===== config.mk =====
export PLATFORM = sky130hd
export DESIGN_NAME = fetch_stage_flat
export DESIGN_NICKNAME = d
export VERILOG_FILES = /design/src/rtl/fetch_stage_if.sv /design/src/rtl/fetch_stage.sv /design/src/flat_wrapper.sv
export SDC_FILE = /design/constraint.sdc
export NUM_CORES = 1
export LEC_CHECK = 0
export CAP_MARGIN = 25
export CORE_MARGIN = 4
export CORE_UTILIZATION = 49
export DETAILED_ROUTE_END_ITERATION = 8
export PLACE_DENSITY = 0.81
export SLEW_MARGIN = 15
export SYNTH_ARGS = -nofsm -noshare
export SYNTH_HDL_FRONTEND = slang
export SYNTH_SLANG_ARGS = --single-unit

===== constraint.sdc =====
create_clock -name clk -period 12.76 [get_ports clk]
set_input_delay 1.914 -clock clk [delete_from_list [all_inputs] [get_ports clk]]
set_output_delay 1.914 -clock clk [all_outputs]
set_load 0.005 [all_outputs]

===== src/rtl/fetch_stage_if.sv =====
`default_nettype none
//==============================================================================
// fetch_stage_if -- instruction-memory req/ack bus between IF stage and imem. Rev 1.0
//==============================================================================
interface fetch_stage_if #(
  parameter int XLEN = 64
);
  logic            imemReq;
  logic [XLEN-1:0] imemAddr;
  logic            imemAck;
  logic [31:0]     imemData;

  modport master (output imemReq, output imemAddr, input imemAck, input imemData);
  modport slave  (input imemReq, input imemAddr, output imemAck, output imemData);
endinterface
`default_nettype wire


===== src/rtl/fetch_stage.sv =====
`default_nettype none
//==============================================================================
// fetch_stage -- RV64 IF stage: owns the PC, fetches over req/ack, fills IF/ID. Rev 1.0
//==============================================================================
module fetch_stage #(
  parameter int              XLEN     = 64,
  parameter logic [XLEN-1:0] RESET_PC = '0,
  parameter logic [31:0]     NOP_INST = 32'h00000013
) (
  input  wire logic            clk,
  input  wire logic            rst,
  input  wire logic [1:0]      pcSel,
  input  wire logic            pcStall,
  input  wire logic            ifidStall,
  input  wire logic            instNop,
  input  wire logic [XLEN-1:0] branchTarget,
  input  wire logic [XLEN-1:0] jalTarget,
  input  wire logic [XLEN-1:0] jalrTarget,
  fetch_stage_if.master        imem,
  output logic [XLEN-1:0]      pc,
  output logic [31:0]          ifidInst,
  output logic [XLEN-1:0]      ifidPc,
  output logic                 ifidValid
);

  typedef enum logic [1:0] {
    S_IDLE  = 2'd0,
    S_FETCH = 2'd1,
    S_HOLD  = 2'd2
  } state_t;

  localparam logic [XLEN-1:0] c_pc_step = XLEN'(4);

  state_t          state_q, state_d;
  logic [XLEN-1:0] req_addr_q, req_addr_d;
  logic [XLEN-1:0] pend_target_q, pend_target_d;
  logic            discard_q, discard_d;
  logic [31:0]     hold_inst_q, hold_inst_d;
  logic [XLEN-1:0] hold_pc_q, hold_pc_d;
  logic [31:0]     ifid_inst_q, ifid_inst_d;
  logic [XLEN-1:0] ifid_pc_q, ifid_pc_d;
  logic            ifid_valid_q, ifid_valid_d;

  logic            w_stall;
  logic            w_redirect;
  logic            w_bubble;
  logic [XLEN-1:0] w_target;

  assign w_stall    = pcStall | ifidStall;
  assign w_redirect = (pcSel != 2'd0) & ~pcStall;

  always_comb begin
    unique case (pcSel)
      2'd1:    w_target = branchTarget;
      2'd2:    w_target = jalTarget;
      2'd3:    w_target = {jalrTarget[XLEN-1:1], 1'b0};
      default: w_target = branchTarget;
    endcase
  end

  always_comb begin
    state_d       = state_q;
    req_addr_d    = req_addr_q;
    pend_target_d = pend_target_q;
    discard_d     = discard_q;
    hold_inst_d   = hold_inst_q;
    hold_pc_d     = hold_pc_q;
    ifid_inst_d   = ifid_inst_q;
    ifid_pc_d     = ifid_pc_q;
    ifid_valid_d  = ifid_valid_q;
    w_bubble      = 1'b0;

    case (state_q)
      S_IDLE: state_d = S_FETCH;

      S_FETCH: begin
        if (!imem.imemAck) begin
          w_bubble = 1'b1;
          // Remember where to go once the in-flight request finally returns.
          if (w_redirect) begin
            pend_target_d = w_target;
            discard_d     = 1'b1;
          end
        end else if (discard_q) begin
          w_bubble   = 1'b1;
          discard_d  = 1'b0;
          req_addr_d = w_redirect ? w_target : pend_target_q;
        end else if (w_redirect) begin
          w_bubble   = 1'b1;
          req_addr_d = w_target;
        end else if (w_stall) begin
          hold_inst_d = imem.imemData;
          hold_pc_d   = req_addr_q;
          req_addr_d  = req_addr_q + c_pc_step;
          state_d     = S_HOLD;
        end else begin
          ifid_inst_d  = instNop ? NOP_INST : imem.imemData;
          ifid_pc_d    = req_addr_q;
          ifid_valid_d = ~instNop;
          req_addr_d   = req_addr_q + c_pc_step;
        end
      end

      S_HOLD: begin
        if (w_redirect) begin
          w_bubble   = 1'b1;
          req_addr_d = w_target;
          state_d    = S_FETCH;
        end else if (!w_stall) begin
          ifid_inst_d  = instNop ? NOP_INST : hold_inst_q;
          ifid_pc_d    = hold_pc_q;
          ifid_valid_d = ~instNop;
          state_d      = S_FETCH;
        end
      end

      default: state_d = S_IDLE;
    endcase

    // A held IF/ID register swallows the bubble along with everything else.
    if (w_bubble && !ifidStall) begin
      ifid_inst_d  = NOP_INST;
      ifid_valid_d = 1'b0;
    end
  end

  always_ff @(posedge clk or posedge rst) begin
    if (rst) begin
      state_q       <= S_IDLE;
      req_addr_q    <= RESET_PC;
      pend_target_q <= '0;
      discard_q     <= 1'b0;
      hold_inst_q   <= NOP_INST;
      hold_pc_q     <= '0;
      ifid_inst_q   <= NOP_INST;
      ifid_pc_q     <= '0;
      ifid_valid_q  <= 1'b0;
    end else begin
      state_q       <= state_d;
      req_addr_q    <= req_addr_d;
      pend_target_q <= pend_target_d;
      discard_q     <= discard_d;
      hold_inst_q   <= hold_inst_d;
      hold_pc_q     <= hold_pc_d;
      ifid_inst_q   <= ifid_inst_d;
      ifid_pc_q     <= ifid_pc_d;
      ifid_valid_q  <= ifid_valid_d;
    end
  end

  assign imem.imemReq  = (state_q == S_FETCH);
  assign imem.imemAddr = req_addr_q;
  assign pc            = req_addr_q;
  assign ifidInst      = ifid_inst_q;
  assign ifidPc        = ifid_pc_q;
  assign ifidValid     = ifid_valid_q;

endmodule
`default_nettype wire

===== src/flat_wrapper.sv =====
// flat-port wrapper written by rule: the top's interface ports become plain ports
module fetch_stage_flat 
#(
  parameter int              XLEN     = 64,
  parameter logic [XLEN-1:0] RESET_PC = '0,
  parameter logic [31:0]     NOP_INST = 32'h00000013
)
  (clk, rst, pcSel, pcStall, ifidStall, instNop, branchTarget, jalTarget, jalrTarget, pc, ifidInst, ifidPc, ifidValid, imem_imemReq, imem_imemAddr, imem_imemAck, imem_imemData);
  fetch_stage_if #(.XLEN(XLEN)) imem_i ();
  input  wire logic clk;
  input  wire logic rst;
  input  wire logic [1:0] pcSel;
  input  wire logic pcStall;
  input  wire logic ifidStall;
  input  wire logic instNop;
  input  wire logic [XLEN-1:0] branchTarget;
  input  wire logic [XLEN-1:0] jalTarget;
  input  wire logic [XLEN-1:0] jalrTarget;
  output logic [XLEN-1:0] pc;
  output logic [31:0] ifidInst;
  output logic [XLEN-1:0] ifidPc;
  output logic ifidValid;
  output wire logic [$bits(imem_i.imemReq)-1:0] imem_imemReq;
  output wire logic [$bits(imem_i.imemAddr)-1:0] imem_imemAddr;
  input wire logic [$bits(imem_i.imemAck)-1:0] imem_imemAck;
  input wire logic [$bits(imem_i.imemData)-1:0] imem_imemData;
  assign imem_imemReq = imem_i.imemReq;
  assign imem_imemAddr = imem_i.imemAddr;
  assign imem_i.imemAck = imem_imemAck;
  assign imem_i.imemData = imem_imemData;
  fetch_stage #(.XLEN(XLEN), .RESET_PC(RESET_PC), .NOP_INST(NOP_INST)) u_core (.clk(clk), .rst(rst), .pcSel(pcSel), .pcStall(pcStall), .ifidStall(ifidStall), .instNop(instNop), .branchTarget(branchTarget), .jalTarget(jalTarget), .jalrTarget(jalrTarget), .imem(imem_i), .pc(pc), .ifidInst(ifidInst), .ifidPc(ifidPc), .ifidValid(ifidValid));
endmodule

==> impl_metrics.env, run 1 <==
export IMPL_worst_pin_slew_ns=1.074
export IMPL_cts_buffer_depth=3
export IMPL_post_cts_setup_buffer_count=0
export IMPL_h_tree_depth=2
export IMPL_hold_class="flip-flop to flip-flop"
export IMPL_powerDensity_nw_per_um2=219.8
export IMPL_hold_viol=0
export IMPL_synth_ff_type="dfrtp_1"
export IMPL_cp_slowest_cell="buf_4"
export IMPL_synth_seq_area_share=0.4761
export IMPL_ctsResizeCount=0
export IMPL_clk_pin_slew_ns=0.06
export IMPL_crit_buf_inv=3
export IMPL_switching_share=0.3636
export IMPL_synth_edff_count=0
export IMPL_drc=0
export IMPL_max_stage_delay_ns=0.76
export IMPL_combPwrFrac=0.399
export IMPL_power_mw=4.985
export IMPL_numPortBuffers=456
export IMPL_die_width_um=194.5
export IMPL_grt_max_degree=180
export IMPL_ys_async_sr_fraction=1.000
export IMPL_final_nets=2330
export IMPL_via_count=14800
export IMPL_clkPwrFrac=0.206
export IMPL_track_usage=0.2688
export IMPL_slew_headroom=0.2839
export IMPL_drtIter0Drc=1081
export IMPL_num_io_pins=458
export IMPL_syn_to_final_growth_pct=33.07
export IMPL_first_global_vias=14920
export IMPL_path_cells="clkdlybuf4s50_1 -> o21bai_4 -> buf_4 -> nand2_1 -> nor2_4 -> buf_4 -> mux2_2"
export IMPL_wirelength_mm=52.80
export IMPL_startpoint_type="input port"
export IMPL_fmax_mhz=188.0
export IMPL_crit_path_max_fanout=81
export IMPL_cp_required_ns=13.16
export IMPL_die_h_um=194.5
export IMPL_insertion_delay_ns=0.52
export IMPL_layout_common_cells="454 x clkdlybuf4s50_1, 318 x dfrtp_1, 298 x o21ai_0"
export IMPL_cp_common_cell="buf_4"
export IMPL_worstSetupPathType="input port to flip-flop"
export IMPL_via_per_inst=5.747
export IMPL_setup_tns_ns=0
export IMPL_syn_instance_count=1779
export IMPL_synth_seq_cells=324
export IMPL_yosys_warnings=0
export IMPL_crit_arrival_ns=5.72
export IMPL_fin_area_um2=22680
export IMPL_numCtsBuffers=35
export IMPL_place_congestion=0.8983
export IMPL_post_dp_hpwl_mm=37.50
export IMPL_row_count=68
export IMPL_wire_per_inst_um=20.50
export IMPL_grt_pass1_wl_mm=82.90
export IMPL_fill_cells=2710
export IMPL_finClkSkew_ns=0.02455
export IMPL_yosysTopAreaCell="dfrtp_1"
export IMPL_internal_power_mw=3.173
export IMPL_synth_cell_types=62
export IMPL_setup_viol=0
export IMPL_endpoint_kind="flip-flop"
export IMPL_syn_cell_area_um2=17050
export IMPL_final_util=0.6582
export IMPL_slew_violations=0
export IMPL_p_sw_mw=1.813
export IMPL_synth_area_top_cells="dfrtp_1 47%, mux2i_1 10%, o21ai_0 8.7%"
export IMPL_vdd_drop_max_mv=0.1063
export IMPL_grt_antenna_before_repair=0
export IMPL_cts_root_buf="clkbuf_16"
export IMPL_ctsHoldBuffers=0
export IMPL_core_area_um2=34460
export IMPL_seq_power_share=0.395
export IMPL_dieArea_um2=37830
export IMPL_drive_above_1_share=0.1004
export IMPL_clock_sinks=324
export IMPL_grt_ovfl_total=0
export IMPL_leakage_nw=9.198
export IMPL_synth_top_area_frac=0.4669
export IMPL_critPathTopFamily="buffers and inverters"
export IMPL_holdWs_ns=0.4755
export IMPL_fin_crit_sh=0.4168
export IMPL_cts_tree="done"
export IMPL_rsz0062_at_grt="false"
export IMPL_status="completed"
export IMPL_max_cap_viol_count=0
export IMPL_fin_crit_ns=5.319
export IMPL_antennaDiodeCount=0
export IMPL_start_util=0.4947
export IMPL_first_pass_iters=5
export IMPL_layout_commonest_cell="clkdlybuf4s50_1"
export IMPL_ant_nets=0
export IMPL_synth_nets=2015
export IMPL_syn_area_per_cell_um2=9.581
export IMPL_post_dp_cell_area_um2=21440
-- power groups by stage --
| stage | clock network [mW] | logic (mW) | registers (mW) |
|---|---|---|---|
| 2_1_floorplan | 0 | 1.20 | 1.78 |
| 3_3_place_gp | 0 | 1.90 | 1.94 |
| 3_5_place_dp | 0 | 1.98 | 1.97 |
| 4_1_cts | 1.04 | 1.99 | 1.96 |
| 5_1_grt | 1.09 | 2.17 | 2.03 |
| 6_report | 1.03 | 1.99 | 1.97 |
-- area by class of cell --
cell class	count	area [um^2]	share of cell area
sequential	324	8115	0.3578
multi-input combinational	1242	7934	0.3498
timing repair buffer	479	4832	0.2130
clock buffer	51	1037	0.04573
tap	455	569.3	0.02510
clock inverter	13	141.4	0.006233
inverter	12	52.55	0.002317
-- worst paths after layout --
check,startpoint,endpoint,slack (ns),depth (start not counted)
worst max-delay path,pcStall,u_core.hold_pc_q[44],7.44,7
worst min-delay path,u_core.ifidPc[60],u_core.ifidPc[60],0.48,2
worst max register to register,u_core.state_q[0],u_core.ifidInst[19],8.96,9
worst min register to register,u_core.ifidPc[60],u_core.ifidPc[60],0.48,2
max in group asynchronous,rst,u_core.imem.imemAddr[45],9.13,4
min in group asynchronous,rst,u_core.ifidPc[21],1.83,2
-- worst min-delay path, cell delays in order (launching register included) --
cell and delay [ns]:
dfrtp_1 0.34, nand2_1 0.05, o21ai_0 0.06
-- synth_stat cells (all sizes together) (15+ instances only) --
cell,n
xor2,17
nor3,39
buf,90
mux2,104
mux2i,171
dfrtp,318
xnor2,17
nand3,49
o21ai,300
clkbuf,111
a21oi,37
nand4,21
a221oi,15
nor2,59
nand2,282
-- kinds of logic after synthesis --
kind of cell | after synthesis | synth area share
xor gates and xnor gates | 34 | 0.01747
DFF | 324 | 0.4761
and+or+nand+nor | 510 | 0.1346
adders and majority gates | 4 | 0.002936
AOI/OAI and AO/OA | 419 | 0.1380
muxes | 275 | 0.1691
buffers and inverters | 213 | 0.06181
-- flip-flops by register name, indices dropped and copies added, names as in the netlist --
signal and flops:
u_core.discard_q 1, u_core.hold_inst_q 32, u_core.hold_pc_q 64, u_core.ifidInst 32, u_core.ifidPc 64, u_core.ifidValid 1
u_core.imem.imemAddr 64, u_core.pend_target_q 64, u_core.state_q 2
-- per-stage QoR --
step,std cells,setup WS (ns)
finish,2576,7.441
global route,2576,7.229
CTS,2573,7.473
detailed placement,2509,6.967
global placement,2506,6.635
floorplan,1779,1.886
-- per-layer routing --
layer  vias up  GRT usage  wire length (um)
met2       663     0.4543             25670
met4         0    0.08021              1538
met3       102    0.04628              3834
li1       6865          -                 -
met1      7173     0.3573             21760
met5         -          0                 0
Power figures use the tool's default switching activity.
==> inputs of run 2 (changes only) <==
==> constraint.sdc (replaced) <==
create_clock -name clk -period 5.39 [get_ports clk]
set_input_delay 0.8085 -clock clk [delete_from_list [all_inputs] [get_ports clk]]
set_output_delay 0.8085 -clock clk [all_outputs]
set_load 0.005 [all_outputs]
==> run 2 against run 1 <==
Against the previous run:
- design area about the same
- largest cell class unchanged
- highest routed layer unchanged
- combinational power rose by 130%
- largest power group is now registers
- cell count did not move
- global-route usage decreased by 0.29 points
- core utilization rose by 0.065 points
- total power up 140%
- clock power up 150%
==> impl_metrics.env, run 2 (synthesis gave the netlist of run 1 again) <==
export IMPL_finClkSkew_ns=0.02544
export IMPL_rsz0062_at_grt="false"
export IMPL_setup_viol=0
export IMPL_status="completed"
export IMPL_final_seq_area_um2=8115
export IMPL_vdd_drop_max_mv=0.2753
export IMPL_crit_path_max_fanout=41
export IMPL_hold_class="flip-flop to flip-flop"
export IMPL_powerDensity_nw_per_um2=524.1
export IMPL_wirelength_mm=52.39
export IMPL_h_tree_depth=2
export IMPL_syn_to_final_growth_pct=33.20
export IMPL_setup_tns_ns=0
export IMPL_via_count=14760
export IMPL_post_dp_hpwl_mm=37.76
export IMPL_first_global_vias=14880
export IMPL_die_width_um=194.5
export IMPL_numCtsBuffers=35
export IMPL_worstSetupPathType="flip-flop to flip-flop"
export IMPL_post_cts_setup_buffer_count=0
export IMPL_ant_nets=0
export IMPL_clock_sinks=324
export IMPL_ctsHoldBuffers=0
export IMPL_endpoint_kind="flip-flop"
export IMPL_drive_above_1_share=0.1004
export IMPL_wire_per_inst_um=20.34
export IMPL_num_io_pins=458
export IMPL_die_h_um=194.5
export IMPL_fin_crit_ns=3.537
export IMPL_grt_antenna_before_repair=1
export IMPL_first_pass_iters=7
export IMPL_cp_required_ns=5.84
export IMPL_max_cap_viol_count=0
export IMPL_slew_headroom=0.3487
export IMPL_grt_max_degree=151
export IMPL_grt_pass1_wl_mm=82.03
export IMPL_clk_pin_slew_ns=0.06
export IMPL_hold_viol=0
export IMPL_layout_commonest_cell="clkdlybuf4s50_1"
export IMPL_ctsResizeCount=0
export IMPL_multiInputGateArea_um2=7929
export IMPL_startpoint_type="flip-flop"
export IMPL_drtIter0Drc=1299
export IMPL_fmax_mhz=282.7
export IMPL_layout_common_cells="454 x clkdlybuf4s50_1, 318 x dfrtp_1, 298 x o21ai_0"
export IMPL_core_area_um2=34460
export IMPL_antennaDiodeCount=0
export IMPL_final_nets=2331
export IMPL_start_util=0.4947
export IMPL_fill_cells=2687
export IMPL_fin_crit_sh=0.6563
export IMPL_worst_pin_slew_ns=0.9733
export IMPL_drc=0
export IMPL_insertion_delay_ns=0.52
export IMPL_crit_arrival_ns=3.99
export IMPL_place_congestion=0.9284
export IMPL_row_count=68
export IMPL_numPortBuffers=456
export IMPL_cts_buffer_depth=3
export IMPL_cts_tree="done"
export IMPL_holdWs_ns=0.4741
export IMPL_slew_violations=0
export IMPL_via_per_inst=5.729
export IMPL_track_usage=0.2659
export IMPL_cts_root_buf="clkbuf_16"
export IMPL_leakage_nw=9.209
export IMPL_grt_ovfl_total=0
export IMPL_dieArea_um2=37830
## run 2: routing by layer
layer / vias to the layer above / share of wire / wire, um / global-route usage
li1: 6870 / - / - / -
met1: 7062 / 0.41 / 21440 / 0.3492
met2: 700 / 0.49 / 25500 / 0.4495
met3: 125 / 0.068 / 3565 / 0.04316
met4: 0 / 0.036 / 1877 / 0.09271
met5: - / 0 / 0 / 0
## run 2: stage by stage
stage | utilization | std cells | worst slack [ns] | instance area [um^2] | power (mW)
after floorplan | - | 1779 | 0.2637 | 17050 | 7.048
after global placement | 0.6218 | 2511 | 1.492 | 21420 | 9.106
after detailed placement | 0.6227 | 2513 | 1.436 | 21460 | 9.332
after CTS | 0.6589 | 2576 | 1.930 | 22700 | 11.94
after global routing | 0.6589 | 2576 | 1.745 | 22700 | 12.61
final | 0.6589 | 2576 | 1.853 | 22700 | 11.90
## run 2: power breakdown
part / switching [mW] / internal, mW
Sequential: 1.17 / 3.50
Combinational: 2.11 / 2.55
Clock: 0.986 / 1.58
## run 2: critical path: stages, from the launching register on
cell     delay (ns)
dfrtp_1        0.41
inv_1          0.15
ha_4           0.66
mux2i_1        0.41
nor3_1         0.80
nand2_1        0.16
buf_4          0.27
or4_1          0.50
nand3_1        0.09
## run 2: final timing paths
| kind | from | to | slack [ns] | depth (start not counted) |
|---|---|---|---|---|
| max | u_core.state_q[0] | u_core.imem.imemAddr[51] | 1.85 | 8 |
| min | u_core.ifidPc[16] | u_core.ifidPc[16] | 0.47 | 2 |
| max reg2reg | u_core.state_q[0] | u_core.imem.imemAddr[51] | 1.85 | 8 |
| min reg2reg | u_core.ifidPc[16] | u_core.ifidPc[16] | 0.47 | 2 |
| max in group asynchronous | rst | u_core.ifidInst[11] | 3.70 | 3 |
| min in group asynchronous | rst | u_core.hold_pc_q[22] | 0.84 | 3 |
## run 2: final cells by class
cell class	instances	share of cell area
sequential	324	0.3574
multi-input combinational	1242	0.3492
timing repair buffer	480	0.2112
clock buffer	50	0.04552
tap	455	0.02507
clock inverter	13	0.009424
inverter	12	0.002149
